File: config.mk
export PLATFORM = sky130hd
export DESIGN_NAME = mem_req_ctrl
export DESIGN_NICKNAME = d
export VERILOG_FILES = /design/src/rtl/mem_pkg.sv /design/src/rtl/mem_req_ctrl.sv
export SDC_FILE = /design/constraint.sdc
export NUM_CORES = 1
export LEC_CHECK = 0
export CAP_MARGIN = 40
export CORE_UTILIZATION = 39
export DETAILED_ROUTE_END_ITERATION = 10
export PLACE_DENSITY = 0.85
export SYNTH_ARGS = -nofsm -noshare
export SYNTH_HDL_FRONTEND = slang
export SYNTH_SLANG_ARGS = --single-unit
File: constraint.sdc
create_clock -name clk -period 1.55 [get_ports clk]
set_input_delay 0.155 -clock clk [delete_from_list [all_inputs] [get_ports clk]]
set_output_delay 0.155 -clock clk [all_outputs]
set_load 0.1 [all_outputs]
File: src/rtl/mem_pkg.sv
// Shared definitions for the memory request controller.
// Holds the FSM state encoding and the access-size codes.
package mem_pkg;

    typedef enum logic [1:0] {
        IDLE = 2'd0,
        ACC1 = 2'd1,
        ACC2 = 2'd2,
        DONE = 2'd3
    } state_t;

    localparam logic SIZE_BYTE = 1'b0;
    localparam logic SIZE_HALF = 1'b1;

endpackage

File: src/rtl/mem_req_ctrl.sv
// Byte/halfword request controller in front of a 16-bit byte-enable RAM with a registered read.
// A halfword at an odd byte address is split across two consecutive words, wrapping at the top.
module mem_req_ctrl
    import mem_pkg::*;
#(
    parameter int AW = 3
) (
    input  logic          clk,
    input  logic          rst,
    input  logic          req_valid,
    output logic          req_ready,
    input  logic          req_wr,
    input  logic          req_size,
    input  logic [AW:0]   req_baddr,
    input  logic [15:0]   req_wdata,
    output logic          rsp_valid,
    output logic [15:0]   rsp_rdata,
    output logic          ram_we,
    output logic [1:0]    ram_byte_en,
    output logic [AW-1:0] ram_addr,
    output logic [15:0]   ram_data_in,
    input  logic [15:0]   ram_data_out
);

    state_t        state;
    state_t        state_next;
    logic          wr_q;
    logic          size_q;
    logic          lane_q;
    logic [AW-1:0] word_q;
    logic [15:0]   wdata_q;
    logic [7:0]    hold_q;
    logic          accept;
    logic          split;

    assign accept = req_valid && (state == IDLE);
    assign split  = (size_q == SIZE_HALF) && lane_q;

    // NOTE: sequential state uses non-blocking assignments so every register samples pre-edge values.
    always_ff @(posedge clk or posedge rst) begin
        if (rst) begin
            state <= IDLE;
        end else begin
            state <= state_next;
        end
    end

    always_comb begin
        // NOTE: default assignment first, so no path leaves the signal unassigned and no latch is inferred.
        state_next = state;
        case (state)
            IDLE:    if (req_valid) state_next = ACC1;
            ACC1:    state_next = split ? ACC2 : DONE;
            ACC2:    state_next = DONE;
            DONE:    state_next = IDLE;
            default: state_next = IDLE;
        endcase
    end

    // Request fields are frozen at acceptance; hold keeps the first word's upper byte of a split read.
    always_ff @(posedge clk or posedge rst) begin
        if (rst) begin
            wr_q    <= 1'b0;
            size_q  <= SIZE_BYTE;
            lane_q  <= 1'b0;
            word_q  <= '0;
            wdata_q <= '0;
            hold_q  <= '0;
        end else begin
            if (accept) begin
                wr_q    <= req_wr;
                size_q  <= req_size;
                lane_q  <= req_baddr[0];
                word_q  <= req_baddr[AW:1];
                wdata_q <= req_wdata;
            end
            if (state == ACC2) begin
                hold_q <= ram_data_out[15:8];
            end
        end
    end

    always_comb begin
        req_ready   = (state == IDLE);
        ram_we      = 1'b0;
        ram_byte_en = 2'b00;
        ram_addr    = '0;
        ram_data_in = '0;
        rsp_valid   = 1'b0;
        rsp_rdata   = '0;
        case (state)
            ACC1: begin
                ram_addr = word_q;
                ram_we   = wr_q;
                if (wr_q) begin
                    if (size_q == SIZE_BYTE) begin
                        ram_byte_en = lane_q ? 2'b10 : 2'b01;
                        ram_data_in = {2{wdata_q[7:0]}};
                    end else if (lane_q) begin
                        ram_byte_en = 2'b10;
                        ram_data_in = {wdata_q[7:0], 8'h00};
                    end else begin
                        ram_byte_en = 2'b11;
                        ram_data_in = wdata_q;
                    end
                end
            end
            ACC2: begin
                ram_addr = word_q + AW'(1);
                ram_we   = wr_q;
                if (wr_q) begin
                    ram_byte_en = 2'b01;
                    ram_data_in = {8'h00, wdata_q[15:8]};
                end
            end
            DONE: begin
                rsp_valid = 1'b1;
                if (!wr_q) begin
                    if (size_q == SIZE_BYTE) begin
                        rsp_rdata = {8'h00, (lane_q ? ram_data_out[15:8] : ram_data_out[7:0])};
                    end else if (lane_q) begin
                        rsp_rdata = {ram_data_out[7:0], hold_q};
                    end else begin
                        rsp_rdata = ram_data_out;
                    end
                end
            end
            default: ;
        endcase
    end

endmodule

==> results.yml, run 1 <==
final_layout:
  final_nets: 319
  fin_util_pct: 85.7
  design_area_um2: 4050
  drive_gt1_share_pct: 62.3
  n_antenna_cell: 0
  syn_to_final_growth_pct: 111
critical_path:
  crit_path_end_kind: "output pin"
  crit_path_max_fanout: 4
  slowest_stage: "dfrtp_2"
  startpoint_type: "flip-flop"
  cpPeakStageDelay_ps: 400
  cp_common_cell: "buf_12"
  arrival_ps: 1740
  path_cells: "inv_4 > ha_4 > nand3_4 > buf_6 > buf_12 > o21bai_4 > buf_12"
  crit_type: "flip-flop to output pin"
  worst_ep_required_time_ps: 1390
cts:
  clock_path_buffers: 2
  clk_latency_ps: 290
  clkSinkCount: 32
  numCtsBuffers: 5
  htreeDepth: 2
  path_clk_slew_ps: 70
  root_buffer: "clkbuf_8"
  cts_tree: "done"
logic_synthesis:
  synth_nets: 218
  synth_common_cells: "dfrtp_1 (32), mux2_2 (32), nor2_1 (26), mux2i_1 (24)"
  avgSynthCellArea_um2: 11.2
  synth_area_leader_cell: "dfrtp_1"
  synth_seq_area_share_pct: 41.7
  synth_top_family_by_area: "multiplexers"
  async_flop_share_pct: 100
  yosysWarnings: 0
  yosysUniqueCellTypes: 26
  synth_fa_ha_area_share_pct: 3.91
  synthXorXnorAreaFrac_pct: 0.456
  ys_ff_latch: 32
  synthMuxAreaShare_pct: 31.3
  syn_area_um2: 1920
  syn_inst: 171
  synth_flop_cell: "dfrtp_1"
  yosysTopAreaCellShare_pct: 41.7
  synth_area_leaders: "dfrtp_1 (42%), mux2_2 (19%), mux2i_1 (13%)"
  synth-compound-area-share_pct: 9.70
  synthSimpleGateAreaFrac_pct: 8.53
  synth_edf_count: 0
floorplan:
  pin_count: 81
  core-area_um2: 4720
  num_rows: 25
  die_h_um: 72.2
  die_width_um: 72.2
  die_area_um2: 5210
  initial_core_util_pct: 40.7
outcome:
  run_status: "finished with violations"
  violations: "setup timing"
sta:
  finClkSkew_ps: 5.86
  setup-violations-final: 38
  final-hold-violation-count: 0
  max_slew_margin_pct: 72.1
  rsz0062_at_grt: "yes"
  clock.fmax_mhz: 529
  setup_ws_ps: -340
  slew_viol_final: 0
  worstMarginPinSlew_ps: 418
  fin_crit_ps: 1890
  setup_tns_ps: -9890
  finalCritPeriodShare_pct: 122
job:
  max-cap-violations: 0
drt:
  antenna_left: 0
  dr.pass1.iters: 4
  route.detailed.drc: 0
  wirelength_um: 6950
  first_iter_violations: 97
  avgRoutedWirePerCell_um: 20.4
  viasPerCell: 5.36
  vias: 1824
place:
  hpwl_um: 4590
  preCtsSetupSlack_ps: -269
  placed_cell_area_um2: 3740
  gp_congestion: 0.777
  port_buffers: 80
grt:
  grt_pass1_vias: 1856
  grt_max_degree: 33
  track_usage_pct: 26.1
  gr-total-overflow: 0
  grt_antenna_before_repair: 0
  grt_pass1_wl_um: 9960
worst_hold_path:
  hold_path_class: "primary input to async pin"
registers in the layout (all words and copies together) (netlist names):
name	cells
wdata_q	16
word_q	3
wr_q	1
state	2
lane_q	1
size_q	1
hold_q	8
critical path: cells and delay by family, from the launching register on:
kind	cells	cell delay (ps)
buffers and inverters	4	530
AOI/OAI and AO/OA	1	130
adders and majority gates	1	290
and+or+nand+nor	1	90
DFF	1	400
per-layer routing:
metal / GRT usage [%] / wire length (um) / vias up / part of all wire, %
li1: - / - / 809 / -
met1: 31.3 / 2740 / 911 / 39
met2: 48.3 / 3750 / 88 / 54
met3: 4.58 / 308 / 16 / 4.4
met4: 6.54 / 154 / 0 / 2.2
met5: 0 / 0 / - / 0
final cells by class:
type	count	area (um2)
Multi-Input combinational cell	124	1520
Timing Repair Buffer	106	1510
Sequential cell	32	803
Fill cell	217	674
Clock buffer	7	96.3
Tap cell	67	83.8
Clock inverter	1	30.0
Inverter	3	13.8
logic make-up after synthesis:
logic type | after synthesis
multiplexers | 56
buffers and inverters | 15
adder cells (fa/ha/maj) | 6
XOR/XNOR | 1
AND/OR/NAND/NOR | 38
flip-flops | 32
AO/OA/AOI/OAI | 23
timing repair:
action / CTS / global route
hold buffers: 0 / 0
endpoints found under the hold margin: 0 / 0
pin swaps: 6 / 10
cloned: 0 / 0
setup endpoints to repair: 38 / 38
gates resized for setup: 18 / 17
setup buffers: 2 / 5
final timing paths:
check / startpoint / end / slack (ps) / cells past startpoint
max: state[1] / ram_byte_en[0] / -340 / 7
max in group asynchronous: rst / state[1] / 980 / 3
min: rst / size_q / 250 / 3
min in group clk: req_wdata[4] / wdata_q[4] / 470 / 2
min reg2reg: hold_q[6] / hold_q[6] / 530 / 1
max reg2reg: state[0] / state[0] / 30 / 6
stage by stage:
stage	hold slack (ps)	std cells
2_1_floorplan	271	171
3_3_place_gp	489	327
3_5_place_dp	503	327
4_1_cts	259	336
5_1_grt	347	340
6_report	251	340
cell usage in the layout (no fill, tap or decap), types with 2 or more instances in the layout:
cell             instances
a211oi_4                 8
a22o_4                   8
buf_12                  47
buf_4                   13
buf_6                    6
clkbuf_8                 7
clkdlybuf4s50_1         40
dfrtp_1                 30
dfrtp_2                  2
ha_1                     2
ha_4                     4
mux2_2                  31
mux2i_1                 16
mux2i_2                  7
nand2_2                  2
nor2_1                   9
nor2_4                  17
nor2b_4                  2
Power of run 1 is not shown: default switching activity piles up to over one toggle a cycle in this logic, so the estimate is an artifact.
==> inputs of run 2 (changes only) <==
--- a/config.mk
+++ b/config.mk
@@ -8,6 +8,7 @@
 export CAP_MARGIN = 40
 export CORE_UTILIZATION = 39
 export DETAILED_ROUTE_END_ITERATION = 10
+export GPL_ROUTABILITY_DRIVEN = 1
 export PLACE_DENSITY = 0.85
 export SYNTH_ARGS = -nofsm -noshare
 export SYNTH_HDL_FRONTEND = slang
==> results of run 2 <==
Same layout as run 1: the final DEF is identical, and so are final timing and power.
Power of run 2 is left out for the same reason.
